### config.mk
export PLATFORM = sky130hd
export DESIGN_NAME = instr_sequencer
export DESIGN_NICKNAME = d
export VERILOG_FILES = /design/src/rtl/instr_seq_pkg.sv /design/src/rtl/instr_seq_pc.sv /design/src/rtl/instr_sequencer.sv
export SDC_FILE = /design/constraint.sdc
export NUM_CORES = 1
export LEC_CHECK = 0
export CORE_UTILIZATION = 44
export CTS_CLUSTER_SIZE = 20
export DETAILED_ROUTE_END_ITERATION = 10
export PLACE_DENSITY = 0.84
export REMOVE_ABC_BUFFERS = 1
export SYNTH_ARGS = -nofsm -noshare
export SYNTH_HDL_FRONTEND = slang
export SYNTH_SLANG_ARGS = --single-unit
### constraint.sdc
create_clock -name clk -period 5.3 [get_ports clk]
set_input_delay 0.795 -clock clk [delete_from_list [all_inputs] [get_ports clk]]
set_output_delay 0.795 -clock clk [all_outputs]
set_load 0.01 [all_outputs]
### src/rtl/instr_seq_pkg.sv
// instr_seq_pkg: shared constants and types for the instruction sequencer.
// Opcodes, FSM state encoding, instruction field slices, opcode classifier.
package instr_seq_pkg;

    localparam logic [5:0] OP_LOAD   = 6'd7;
    localparam logic [5:0] OP_STORE  = 6'd8;
    localparam logic [5:0] OP_BRANCH = 6'd9;
    localparam logic [5:0] OP_HALT   = 6'd63;

    localparam int OPC_LSB = 0;
    localparam int OPC_MSB = 5;
    localparam int TGT_LSB = 6;
    localparam int TGT_MSB = 21;
    localparam int TGT_W   = TGT_MSB - TGT_LSB + 1;

    typedef enum logic [2:0] {
        ST_IDLE   = 3'd0,
        ST_FETCH  = 3'd1,
        ST_DECODE = 3'd2,
        ST_EXEC   = 3'd3,
        ST_MEM    = 3'd4,
        ST_WB     = 3'd5,
        ST_HALTED = 3'd6
    } state_t;

    typedef enum logic [2:0] {
        CL_ALU,
        CL_LOAD,
        CL_STORE,
        CL_BRANCH,
        CL_HALT
    } op_class_t;

    function automatic op_class_t decode_op(
        input logic [31:0] instr
    );
        logic [5:0] opc;
        op_class_t  c;
        opc = instr[OPC_MSB:OPC_LSB];
        unique case (1'b1)
            opc == OP_LOAD:   c = CL_LOAD;
            opc == OP_STORE:  c = CL_STORE;
            opc == OP_BRANCH: c = CL_BRANCH;
            opc == OP_HALT:   c = CL_HALT;
            default:          c = CL_ALU;
        endcase
        return c;
    endfunction

    function automatic logic [TGT_W-1:0] branch_tgt(
        input logic [31:0] instr
    );
        return instr[TGT_MSB:TGT_LSB];
    endfunction

endpackage

### src/rtl/instr_seq_pc.sv
// instr_seq_pc: program counter with reset load, branch load and increment.
// Ports: clk, rst_n (sync, active low), load/load_val, inc, pc.
module instr_seq_pc #(
    parameter int              PC_W     = 16,
    parameter logic [PC_W-1:0] RESET_PC = '0
) (
    input  logic            clk,
    input  logic            rst_n,
    input  logic            load,
    input  logic [PC_W-1:0] load_val,
    input  logic            inc,
    output logic [PC_W-1:0] pc
);

    // Load wins over increment; increment wraps naturally at 2^PC_W.
    always_ff @(posedge clk) begin
        if (!rst_n) begin
            pc <= RESET_PC;
        end else if (load) begin
            pc <= load_val;
        end else if (inc) begin
            pc <= pc + PC_W'(1);
        end
    end

endmodule

### src/rtl/instr_sequencer.sv
// instr_sequencer: multi-cycle fetch/decode/exec/mem/wb control FSM.
// Ports: run, imem req/addr/ready/rdata, ir, pc, alu_en, zero_flag,
//        dmem rd/wr/ready, rf_we, halt, state, retired.
// Macro INSTR_SEQ_PERF_EN enables the retired-instruction counter.
module instr_sequencer #(
    parameter int              PC_W     = 16,
    parameter logic [PC_W-1:0] RESET_PC = '0
) (
    input  logic            clk,
    input  logic            rst_n,
    input  logic            run,
    output logic            imem_req,
    output logic [PC_W-1:0] imem_addr,
    input  logic            imem_ready,
    input  logic [31:0]     imem_rdata,
    output logic [31:0]     ir,
    output logic [PC_W-1:0] pc,
    output logic            alu_en,
    input  logic            zero_flag,
    output logic            dmem_rd,
    output logic            dmem_wr,
    input  logic            dmem_ready,
    output logic            rf_we,
    output logic            halt,
    output logic [2:0]      state,
    output logic [31:0]     retired
);

    import instr_seq_pkg::*;

    state_t          state_q;
    state_t          state_d;
    op_class_t       op;
    logic            pc_load;
    logic            pc_inc;
    logic [PC_W-1:0] pc_tgt;

    assign op        = decode_op(ir);
    assign pc_tgt    = PC_W'(branch_tgt(ir));
    assign state     = state_q;
    assign imem_addr = pc;

    always_ff @(posedge clk) begin
        if (!rst_n) begin
            state_q <= ST_IDLE;
        end else begin
            state_q <= state_d;
        end
    end

    always_comb begin
        state_d = state_q;
        unique case (state_q)
            ST_IDLE: begin
                if (run) state_d = ST_FETCH;
            end
            ST_FETCH: begin
                if (imem_ready) state_d = ST_DECODE;
            end
            ST_DECODE: begin
                if (op == CL_HALT) state_d = ST_HALTED;
                else               state_d = ST_EXEC;
            end
            ST_EXEC: begin
                if (op == CL_LOAD || op == CL_STORE)
                    state_d = ST_MEM;
                else if (op == CL_BRANCH)
                    state_d = ST_FETCH;
                else
                    state_d = ST_WB;
            end
            ST_MEM: begin
                if (dmem_ready) begin
                    if (op == CL_LOAD) state_d = ST_WB;
                    else               state_d = ST_FETCH;
                end
            end
            ST_WB:     state_d = ST_FETCH;
            ST_HALTED: state_d = ST_HALTED;
            // The unused code 7 recovers to IDLE.
            default:   state_d = ST_IDLE;
        endcase
    end

    always_comb begin
        imem_req = 1'b0;
        alu_en   = 1'b0;
        dmem_rd  = 1'b0;
        dmem_wr  = 1'b0;
        rf_we    = 1'b0;
        halt     = 1'b0;
        pc_load  = 1'b0;
        pc_inc   = 1'b0;
        unique case (state_q)
            ST_FETCH: imem_req = 1'b1;
            ST_EXEC: begin
                alu_en = 1'b1;
                if (op == CL_BRANCH) begin
                    pc_load = zero_flag;
                    pc_inc  = !zero_flag;
                end
            end
            ST_MEM: begin
                dmem_rd = (op == CL_LOAD);
                dmem_wr = (op == CL_STORE);
                pc_inc  = (op == CL_STORE) && dmem_ready;
            end
            ST_WB: begin
                rf_we  = 1'b1;
                pc_inc = 1'b1;
            end
            ST_HALTED: halt = 1'b1;
            default: ;
        endcase
    end

    always_ff @(posedge clk) begin
        if (!rst_n) begin
            ir <= '0;
        end else if (state_q == ST_FETCH && imem_ready) begin
            ir <= imem_rdata;
        end
    end

    instr_seq_pc #(
        .PC_W     (PC_W),
        .RESET_PC (RESET_PC)
    ) u_pc (
        .clk      (clk),
        .rst_n    (rst_n),
        .load     (pc_load),
        .load_val (pc_tgt),
        .inc      (pc_inc),
        .pc       (pc)
    );

`ifdef INSTR_SEQ_PERF_EN
    logic        retire;
    logic [31:0] retired_q;

    // An instruction retires when control returns to FETCH from its
    // final phase (branch exec, store mem, or write-back).
    assign retire = (state_d == ST_FETCH) &&
                    (state_q == ST_EXEC ||
                     state_q == ST_MEM  ||
                     state_q == ST_WB);

    always_ff @(posedge clk) begin
        if (!rst_n) begin
            retired_q <= '0;
        end else if (retire) begin
            retired_q <= retired_q + 32'd1;
        end
    end

    assign retired = retired_q;
`else
    assign retired = '0;
`endif

endmodule

# Word-level counts from Yosys, hierarchy flattened
# Index checks and enable logic that the tools add are counted.
op_classes:
  reduce_logical: 7
  addsub: 1
  order_cmp: 0
  mux: 21
  bitwise: 0
  shift: 0
  n_eq_ne: 17
  div_mod_pow: 0
  mul: 0
ops:
  columns: ["cell", "n"]
  rows:
  - ["$mux 16", 2]
  - ["$mux 3", 7]
  - ["$pmux 3 s7", 1]
  - ["$add 16x1->16 const B", 1]
  - ["$eq 3x2->1 const B", 4]
  - ["$eq 3x3->1 const B", 4]
  - ["$eq 6x4->1 const B", 2]
  - ["$pmux 3 s4", 1]
  - ["$mux 1", 9]
  - ["$eq 3x1->1 const B", 2]
  - ["$eq 6x3->1 const B", 1]
  - ["$eq 6x6->1 const B", 1]
  - ["$ne 2x2->1 const B", 3]
  - ["$logic_not 3->1", 1]
  - ["$pmux 1 s3", 1]
  - ["$reduce_and 3->1", 1]
  - ["$logic_and 1x1->1", 2]
  - ["$reduce_bool 2->1", 1]
  - ["$logic_not 1->1", 1]
  - ["$logic_or 1x1->1", 1]
word_totals:
  latch_bits: 0
  elab_cells: 49
  output_inout_bits: 105
  register_bits: 51
  ram_bits: 0
  input_bits: 38
  romBits: 0
  n_memories: 0

# Logic depth before layout (Yosys ltp)
# Gate-level depths: netlist of run 1.
depth:
  word_depth: 7
  depth_mapped: 8
  ltp_nobuf: 6

# Modules after synthesis
# From an unflattened synthesis of run 1, not the netlist that was laid out.
hier_totals:
  cells_unflattened: 328
  area_unflattened_um2: 2756.4
by_module_without_submodules:
  columns: ["module", "n_inst", "cells_per_inst", "area_per_inst_um2"]
  rows:
  - ["instr_sequencer", 1, 229, 1836.8]
  - ["instr_seq_pc", 1, 99, 919.6]

# Worst setup path after synthesis of run 1
# No wires, ideal clock.
synth_timing:
  path_kind: "register to output"
  from: "reg ir[2]"
  to: "out dmem_wr"
  path_slack_ps: 3000
  required_time_ps: 4505
  path_stages_with_launch: 4
  path_buffers: 0
  arrival_time_ps: 1505
  path_cell_list: "dfxtp_1 or4b_4 or3_1 nor3_1"
synth_between:
  elab_chain_len: 4
synth_rtl:
  columns: ["element", "line_no", "rtl"]
  rows:
  - ["start: declaration", "instr_sequencer.sv:16", "output logic [31:0] ir,"]
  - ["start signal: assignment", "instr_sequencer.sv:121", "ir <= imem_rdata;"]
  - ["$eq 6x6->1 (tied with other cells)", "instr_seq_pkg.sv:44", "opc == OP_HALT: c = CL_HALT;"]
  - ["$pmux 3 s4 *", "instr_seq_pkg.sv:40", "unique case (1'b1)"]
  - ["$eq 3x2->1 *", "instr_sequencer.sv:105", "dmem_wr = (op == CL_STORE);"]
  - ["$mux 1 *", "instr_sequencer.sv:94", "unique case (state_q)"]
  - ["end: declaration", "instr_sequencer.sv:21", "output logic dmem_wr,"]
# Mark *: on every way between the ends. The rest lies on a longest branch, timed or not.

# Worst setup path after layout of run 1
# Ends and elaborated chain as after synthesis.

==> results of run 1 <==
==> layout make-up <==
cell class                 count  area [sq um]  area share (%)
clock buffer                   8           100            2.61
inverter                       3          11.3           0.293
multi-input combinational    271          1510            39.3
sequential                    51          1020            26.6
tap                           77          96.3            2.51
timing repair buffer         111          1100            28.7
==> per-layer routing <==
layer / up-vias / part of all wire (%) / global-route usage [%] / routed length, um
met5: - / 0 / 0 / 0
met4: 0 / 1.4 / 5.17 / 95
met3: 11 / 7.0 / 4.95 / 461
met2: 120 / 50 / 34.8 / 3290
met1: 1256 / 42 / 24.3 / 2780
li1: 1324 / - / - / -
==> synth_stat cells (2+ instances only) <==
| library cell | count | area [sq um] |
|---|---|---|
| dfxtp_1 | 51 | 1020 |
| or3_1 | 6 | 37.5 |
| mux2_2 | 2 | 22.5 |
| o21ai_0 | 4 | 20.0 |
| a211oi_1 | 2 | 15.0 |
| o21a_1 | 3 | 22.5 |
| and2_1 | 2 | 12.5 |
| nor3_1 | 5 | 25.0 |
| nand3b_1 | 4 | 30.0 |
| o221a_2 | 3 | 33.8 |
| o2bb2ai_1 | 5 | 43.8 |
| nand2b_1 | 4 | 25.0 |
| a21boi_0 | 36 | 270 |
| inv_1 | 3 | 11.3 |
| nand2_1 | 82 | 308 |
| a41oi_1 | 2 | 17.5 |
| nor4_1 | 2 | 12.5 |
| and4_1 | 2 | 17.5 |
| a21o_1 | 3 | 22.5 |
| nand4_1 | 3 | 18.8 |
| a21oi_1 | 17 | 85.1 |
| clkbuf_1 | 18 | 67.6 |
| buf_2 | 4 | 20.0 |
| a31oi_1 | 3 | 18.8 |
| nand3_1 | 9 | 45.0 |
| or4_1 | 3 | 22.5 |
| and3_1 | 6 | 37.5 |
| nor2_1 | 15 | 56.3 |
| o31ai_1 | 2 | 15.0 |
| buf_4 | 48 | 360 |
==> sequential cells by signal (all words and copies together) (netlist names) <==
signal / count
ir: 32
u_pc.pc: 16
state: 3
==> critical path, stage by stage (launching register included) <==
cell             delay (ps)
dfxtp_1                 340
or4b_4                  590
or3_1                   350
nor3_1                  170
clkdlybuf4s50_1         570
==> cell families after synthesis <==
kind of cell | count (synthesis) | share of synthesized area [%]
other | 1 | 0.131
muxes | 4 | 1.66
and+or+nand+nor | 147 | 23.8
adders and majority gates | 1 | 0.437
buffers and inverters | 74 | 16.4
AOI/OAI and AO/OA | 87 | 21.9
DFF | 51 | 35.6
==> power by group through the flow <==
stage | Clock [mW] | Sequential, mW | Combinational (mW)
2_1_floorplan | 0 | 0.428 | 0.0495
3_3_place_gp | 0 | 0.423 | 0.132
3_5_place_dp | 0 | 0.424 | 0.135
4_1_cts | 0.247 | 0.415 | 0.136
5_1_grt | 0.262 | 0.417 | 0.150
6_report | 0.242 | 0.415 | 0.134
==> per-stage QoR <==
step / utilization (%) / worst slack, ps / total power [mW]
floorplan: - / 2040 / 0.477
global placement: 59.3 / 2390 / 0.555
detailed placement: 59.3 / 2350 / 0.558
CTS: 60.8 / 2180 / 0.797
global route: 60.8 / 2100 / 0.829
finish: 60.8 / 2200 / 0.790
==> worst paths after layout <==
| check | to | slack (ps) | start |
|---|---|---|---|
| worst min register to register | ir[29]$_SDFFE_PN0P_ | 470 | ir[29]$_SDFFE_PN0P_ |
| worst max-delay path | dmem_wr | 2200 | ir[2]$_SDFFE_PN0P_ |
| worst min-delay path | ir[29]$_SDFFE_PN0P_ | 470 | ir[29]$_SDFFE_PN0P_ |
| worst max register to register | u_pc.pc[13]$_SDFFE_PN0P_ | 2770 | ir[2]$_SDFFE_PN0P_ |
==> run metrics, run 1 <==
outcome finished, final reports clean; hpwl dp 4730 um; worst skew pair latency 300 ps; fillers about 570; unrepaired setup endpoints after global routing no; Initial Util ~45%; internal cell power 0.588 mW; Data arrival, critical path about 2300 ps; Total Routed Length around 6600 um; sequential power share between 50% and 60%; Routed WL per cell around 13 um; Die Y approximately 83 um; critical path type register to output pin; CP required ~4500 ps; fraction of registers with async set/reset 0%; Port Buffers 110; initial antenna violation count 0; switch share 25.6%; layout overhead on the synthesized area 34.1%; Via Count approximately 2700; synthesized area 2870 sq um; worst vdd ir roughly 0.00014 V; vias in the first global route roughly 2300; Pwr per Cell Area roughly 200 nW/um^2; crit path launch type register; Initial DRC Count ~120; Max-cap violations 0; CTS tree built; final non-filler cell total about 520; min-delay worst type register to register; first-pass GRT wire length 10600 um; syn_area_per_cell around 7.8 sq um; P_sw about 0.20 mW; count of pins over their slew limit 0; first-pass iteration count of the detailed router 4; Clock transition at path regs ~90 ps; Post-Route Setup TNS 0 ps; Die Area approximately 6800 sq um; I/O pin cnt 143; Max Freq roughly 320 MHz; row cnt 29; fin crit share between 50% and 60%; Clk network pwr share between 30% and 40%; Die Wd slightly above 80 um; Tmin final slightly above 3000 ps; Seq cells post-synth 51; EDFF count, synth 0; worst-path maximum fanout 6; most frequent cells in the layout 109 x clkdlybuf4s50_1, 82 x nand2_1, 51 x dfxtp_1; hold-fix buffers at CTS 0; Total GRT Usage around a fifth; Worst Hold Margin around 470 ps; DRC Markers 0; Root Buffer clkbuf_8; commonest non-fill, non-tap cell in the layout clkdlybuf4s50_1; Final Setup Violations 0; worst hold stages 2; R2R depth 5; GRT Residual Overflow 0; placed cell area around 3700 sq um; Clock Skew 7.41 ps; combinational power share 17.0%; clock tree buffer depth 2; Synth cell types 46; Static Leakage roughly 1.3 nW; post-synthesis cell count approximately 370; fraction of layout cells with a size suffix above 1 under 10%; CTS Sinks around 50; final hold vios 0; post-CTS resize count 0; YS warnings 0; Nets 482; Rel. slew slack approximately a fifth; CTS buffer count 5; largest net degree at the start of global routing 59; placed cells a little over 500; diode count 0; top_reg_cell synth dfxtp_1; H-tree Lvls 2; Setup crit end kind output pin; slew of the pin with the lowest slew margin around 1200 ps; setup bufs post-CTS 0; vias per inst around 5.2; Seq/Total Area, Yosys a little over a third; core box area 6310 sq um; routability cong. 0.850; Final ANT Viol Nets 0; design area 3840 sq um
No activity file was read; power rests on OpenSTA's default activity.
==> inputs of run 2 (changes only) <==
--- a/config.mk
+++ b/config.mk
@@ -5,10 +5,10 @@
 export SDC_FILE = /design/constraint.sdc
 export NUM_CORES = 1
 export LEC_CHECK = 0
-export CORE_UTILIZATION = 44
+export CORE_UTILIZATION = 41
 export CTS_CLUSTER_SIZE = 20
 export DETAILED_ROUTE_END_ITERATION = 10
-export PLACE_DENSITY = 0.84
+export PLACE_DENSITY = 0.79
 export REMOVE_ABC_BUFFERS = 1
 export SYNTH_ARGS = -nofsm -noshare
 export SYNTH_HDL_FRONTEND = slang
==> constraint.sdc (replaced) <==
create_clock -name clk -period 3.14 [get_ports clk]
set_input_delay 0.471 -clock clk [delete_from_list [all_inputs] [get_ports clk]]
set_output_delay 0.471 -clock clk [all_outputs]
set_load 0.01 [all_outputs]
==> run 2 against run 1 <==
- sequential share of layout area fell by 0.15 points
- sequential power rose by 68%
- clock skew fell by 0.98 ps
- non-clock buffer count rose by 5
- first-iteration DRC count fell by 16%
- die area rose by 7.1%
- clock power rose by 49%
- hold slack improved by 1.5 ps
- combinational power rose by 72%
- routed wire length rose by 2.3%
- setup slack got worse by 1800 ps
- critical path type unchanged
==> run metrics, run 2 (synthesized netlist as in run 1, its figures left out) <==
Die Wd between 80 and 90 um; commonest non-fill, non-tap cell in the layout clkdlybuf4s50_1; Via Count 2618; crit path launch type register; initial antenna violation count 0; dpl ws 629 ps; Top delay family on crit path simple AND/OR/NAND/NOR gates; clock tree buffer depth 2; Nets 487; setup bufs post-CTS 0; Rel. slew slack between 40% and 50%; worst stage delay on the critical path just under 600 ps; Pwr per Cell Area roughly 330 nW/um^2; Total GRT Usage approximately a fifth; hold-fix buffers at CTS 0; Worst Hold Margin 469 ps; post-CTS resize count 0; fillers approximately 630; Port Buffers 110; Setup crit end kind output pin; first-pass GRT wire length roughly 11000 um; Routed WL per cell around 13 um; CTS tree built; Data arrival, critical path approximately 2300 ps; placed cells approximately 520; DRC Markers 0; I/O pin cnt 143; Clock Skew ~6.4 ps; placed cell area 3780 sq um; critical path type register to output pin; final worst setup slack ~370 ps; row cnt 30; final non-filler cell total 529; Initial Util between 40% and 50%; Max Freq 361 MHz; Root Buffer clkbuf_8; core box area 6760 sq um; count of pins over their slew limit 0; largest net degree at the start of global routing approximately 60; H-tree Lvls 2; Max-cap violations 0; min-delay worst type register to register; CP max-delay cell or4b_4; Total Routed Length 6780 um; fraction of layout cells with a size suffix above 1 5.57%; diode count 0; WP buf/inv 1; GRT Residual Overflow 0; Biggest register ir; vias per inst slightly below 5; fin crit share a little under 90%; Static Leakage around 1.3 nW; Final Setup Violations 0; Post-Route Setup TNS 0 ps; worst skew pair latency approximately 300 ps; worst vdd ir about 0.00018 V; CP cell instances or4b_4 -> or3_1 -> nor3_1 -> clkdlybuf4s50_1; first-pass iteration count of the detailed router 5; final hold vios 0; Tmin final between 2000 and 3000 ps; Die Area ~7300 sq um; Die Y approximately 86 um; Final ANT Viol Nets 0; outcome finished, final reports clean; routability cong. just over 0.8; Final Util about 57%; design area between 3000 and 4000 sq um; layout overhead on the synthesized area 34.8%; vias in the first global route 2431; Largest register FFs 32; worst-path maximum fanout 6; CTS buffer count 5; Initial DRC Count 102; hpwl dp 4890 um; Pwr Total 1.29 mW; unrepaired setup endpoints after global routing no; slew of the pin with the lowest slew margin 893 ps; Clock transition at path regs 80 ps; CP required between 2000 and 3000 ps; CTS Sinks just over 50; most frequent cells in the layout 109 x clkdlybuf4s50_1, 82 x nand2_1, 51 x dfxtp_1
-- run 2: worst paths after layout --
path | startpoint | endpoint | slack, ps | depth (start not counted)
setup / recovery | ir[2]$_SDFFE_PN0P_ | dmem_wr | 370 | 4
hold / removal | ir[26]$_SDFFE_PN0P_ | ir[26]$_SDFFE_PN0P_ | 470 | 2
setup reg to reg | ir[2]$_SDFFE_PN0P_ | u_pc.pc[14]$_SDFFE_PN0P_ | 740 | 6
hold reg to reg | ir[26]$_SDFFE_PN0P_ | ir[26]$_SDFFE_PN0P_ | 470 | 2
-- run 2: layer usage --
metal  track usage (%)  vias up  share of wire [%]
met1              22.6     1180                 43
li1                  -     1333                  -
met2              34.3       99                 50
met5                 0        -                  0
met4              6.21        0               0.86
met3              5.00        6                5.9
-- run 2: where the power goes --
part           leakage (nW)  internal [mW]  switching [mW]
Combinational         0.887          0.122           0.108
Clock                0.0422          0.157           0.204
Sequential            0.413          0.673          0.0259
-- run 2: worst min-delay path, stage by stage (launching register included) --
cell and delay, ps:
dfxtp_1 320, nand2_1 50, a21boi_0 60
-- run 2: cell type report --
type	count	area [sq um]	area share, %
Multi-Input combinational cell	271	1510	39.1
Clock inverter	1	5.00	0.130
Clock buffer	7	76.3	1.98
Timing Repair Buffer	116	1140	29.5
Inverter	3	11.3	0.291
Tap cell	80	100	2.59
Sequential cell	51	1020	26.4
==> inputs of run 3 (changes only) <==
==> constraint.sdc (replaced) <==
create_clock -name clk -period 2.69 [get_ports clk]
set_input_delay 0.4035 -clock clk [delete_from_list [all_inputs] [get_ports clk]]
set_output_delay 0.4035 -clock clk [all_outputs]
set_load 0.01 [all_outputs]
==> run 3 against run 2 <==
- flip-flop and latch count unchanged
- routed wire length down 0.28%
- cell count did not move
- non-clock buffer count unchanged
- core utilization hardly changed
- via count grew 1.2%
- combinational power rose by 17%
- global-route usage decreased by 0.30 points
- clock-buffer cell count fell by 1
- critical path depth did not move
- first-iteration DRC count is 31% higher
- largest cell class unchanged
- largest power group unchanged
- highest routed layer unchanged
==> run metrics, run 3 (synthesized netlist as in run 1, its figures left out) <==
CP startpoint ir[1]$_SDFFE_PN0P_; outcome finished, final reports clean; final non-filler cell total 529; Die Y 85.6 um; Via Count 2650; crit path launch type register; placed cell area roughly 3800 sq um; CTS tree built; DRC Markers 0; worst-path maximum fanout 6; slew of the pin with the lowest slew margin roughly 710 ps; Routed WL per cell between 10 and 15 um; core box area 6760 sq um; Nets roughly 490; critical path type register to output pin; Final ANT Viol Nets 0; Initial Util between 40% and 50%; Root Buffer clkbuf_8; design area 3870 sq um; Rel. slew slack 52.5%; CP required about 2300 ps; routability cong. roughly 0.83; hpwl dp a little under 5000 um; RR Endpoint u_pc.pc[13]$_SDFFE_PN0P_; R2R depth 5; H-tree Lvls 2; R2R Setup Slk ~280 ps; count of pins over their slew limit 0; reg2reg start ir[2]$_SDFFE_PN0P_; I/O pin cnt between 100 and 150; fraction of layout cells with a size suffix above 1 between 5 and 6%; Worst Setup EP dmem_rd; Total Routed Length slightly below 7000 um; unrepaired setup endpoints after global routing no; Clock Skew around 9.4 ps; most frequent cells in the layout 108 x clkdlybuf4s50_1, 82 x nand2_1, 51 x dfxtp_1; largest net degree at the start of global routing between 40 and 50; CTS Sinks between 50 and 60; clock tree buffer depth 2; Static Leakage 1.35 nW; first-pass GRT wire length 11300 um; Max Freq between 300 and 400 MHz; Post-Route Setup TNS 0 ps; Data arrival, critical path 2110 ps; Pwr per Cell Area slightly below 400 nW/um^2; worst vdd ir roughly 0.00023 V; Tmin final 2510 ps; final hold vios 0; Largest register FFs 32; Initial DRC Count 134; Final Setup Violations 0; Max-cap violations 0; first-pass iteration count of the detailed router 4; Die Area between 7000 and 8000 sq um; Total GRT Usage 19.0%; vias in the first global route approximately 2400; worst skew pair latency 300 ps; Final Util 57.2%; fin crit share between 90% and 100%; vias per inst around 5; CTS buffer count 5; Die Wd 85.6 um; commonest non-fill, non-tap cell in the layout clkdlybuf4s50_1; Pwr Total between 1.5 and 2 mW; diode count 0; layout overhead on the synthesized area 34.9%; placed cells ~520; Setup crit end kind output pin; Biggest register ir; GRT Residual Overflow 0; initial antenna violation count 0; min-delay worst type register to register; Clock transition at path regs approximately 90 ps; Port Buffers 110; row cnt 30
## run 3: cell count changes in the layout (fill, tap and decap cells not counted)
cell / before / now
clkinvlp_4: 0 / 1
clkdlybuf4s50_1: 109 / 108
dlygate4sd2_1: 0 / 1
clkbuf_1: 2 / 1
## run 3: final cells by class
class | count | area, sq um
clock inverter | 2 | 12.5
multi-input combinational | 271 | 1510
fill | 660 | 2890
clock buffer | 6 | 72.6
inverter | 3 | 11.3
tap | 80 | 100
timing repair buffer | 116 | 1140
sequential | 51 | 1020
## run 3: critical path, stage by stage (launching register included)
cell             delay, ps
dfxtp_1                440
nand3_1                120
or4_1                  480
nor3_1                 190
clkdlybuf4s50_1        580
## run 3: report_power, final
part	internal, mW	total [mW]	switching (mW)	leakage (nW)
Combinational	0.141	0.269	0.127	0.892
Clock	0.182	0.431	0.248	0.0412
Sequential	0.786	0.816	0.0303	0.413
Total	1.11	1.52	0.406	1.35
## run 3: timing repair
| item | 4_1_cts | 5_1_grt |
|---|---|---|
| buffers inserted | 0 | 0 |
| resized for setup | 1 | 0 |
| endpoints found under the setup margin | 1 | 0 |
| hold buffers | 0 | 0 |
## run 3: worst min path at each step
stage	startpoint	end	slack [ps]	cells past startpoint
6_report	ir[22]$_SDFFE_PN0P_	ir[22]$_SDFFE_PN0P_	470	2
5_1_grt	ir[31]$_SDFFE_PN0P_	ir[31]$_SDFFE_PN0P_	500	2
4_1_cts	ir[22]$_SDFFE_PN0P_	ir[22]$_SDFFE_PN0P_	470	2
3_5_place_dp	ir[22]$_SDFFE_PN0P_	ir[22]$_SDFFE_PN0P_	460	2
3_3_place_gp	ir[27]$_SDFFE_PN0P_	ir[27]$_SDFFE_PN0P_	450	2
2_1_floorplan	ir[22]$_SDFFE_PN0P_	ir[22]$_SDFFE_PN0P_	490	2
## run 3: stage by stage
step                hold slack, ps  worst slack, ps
floorplan                      488             -439
global placement               448              283
detailed placement             459              218
CTS                            470              165
global route                   503             33.2
finish                         465              178
## run 3: metal layers
metal,routed length [um],track usage [%]
met5,0,0
met4,89,6.21
met3,400,4.04
met2,3320,33.1
met1,2950,23.4
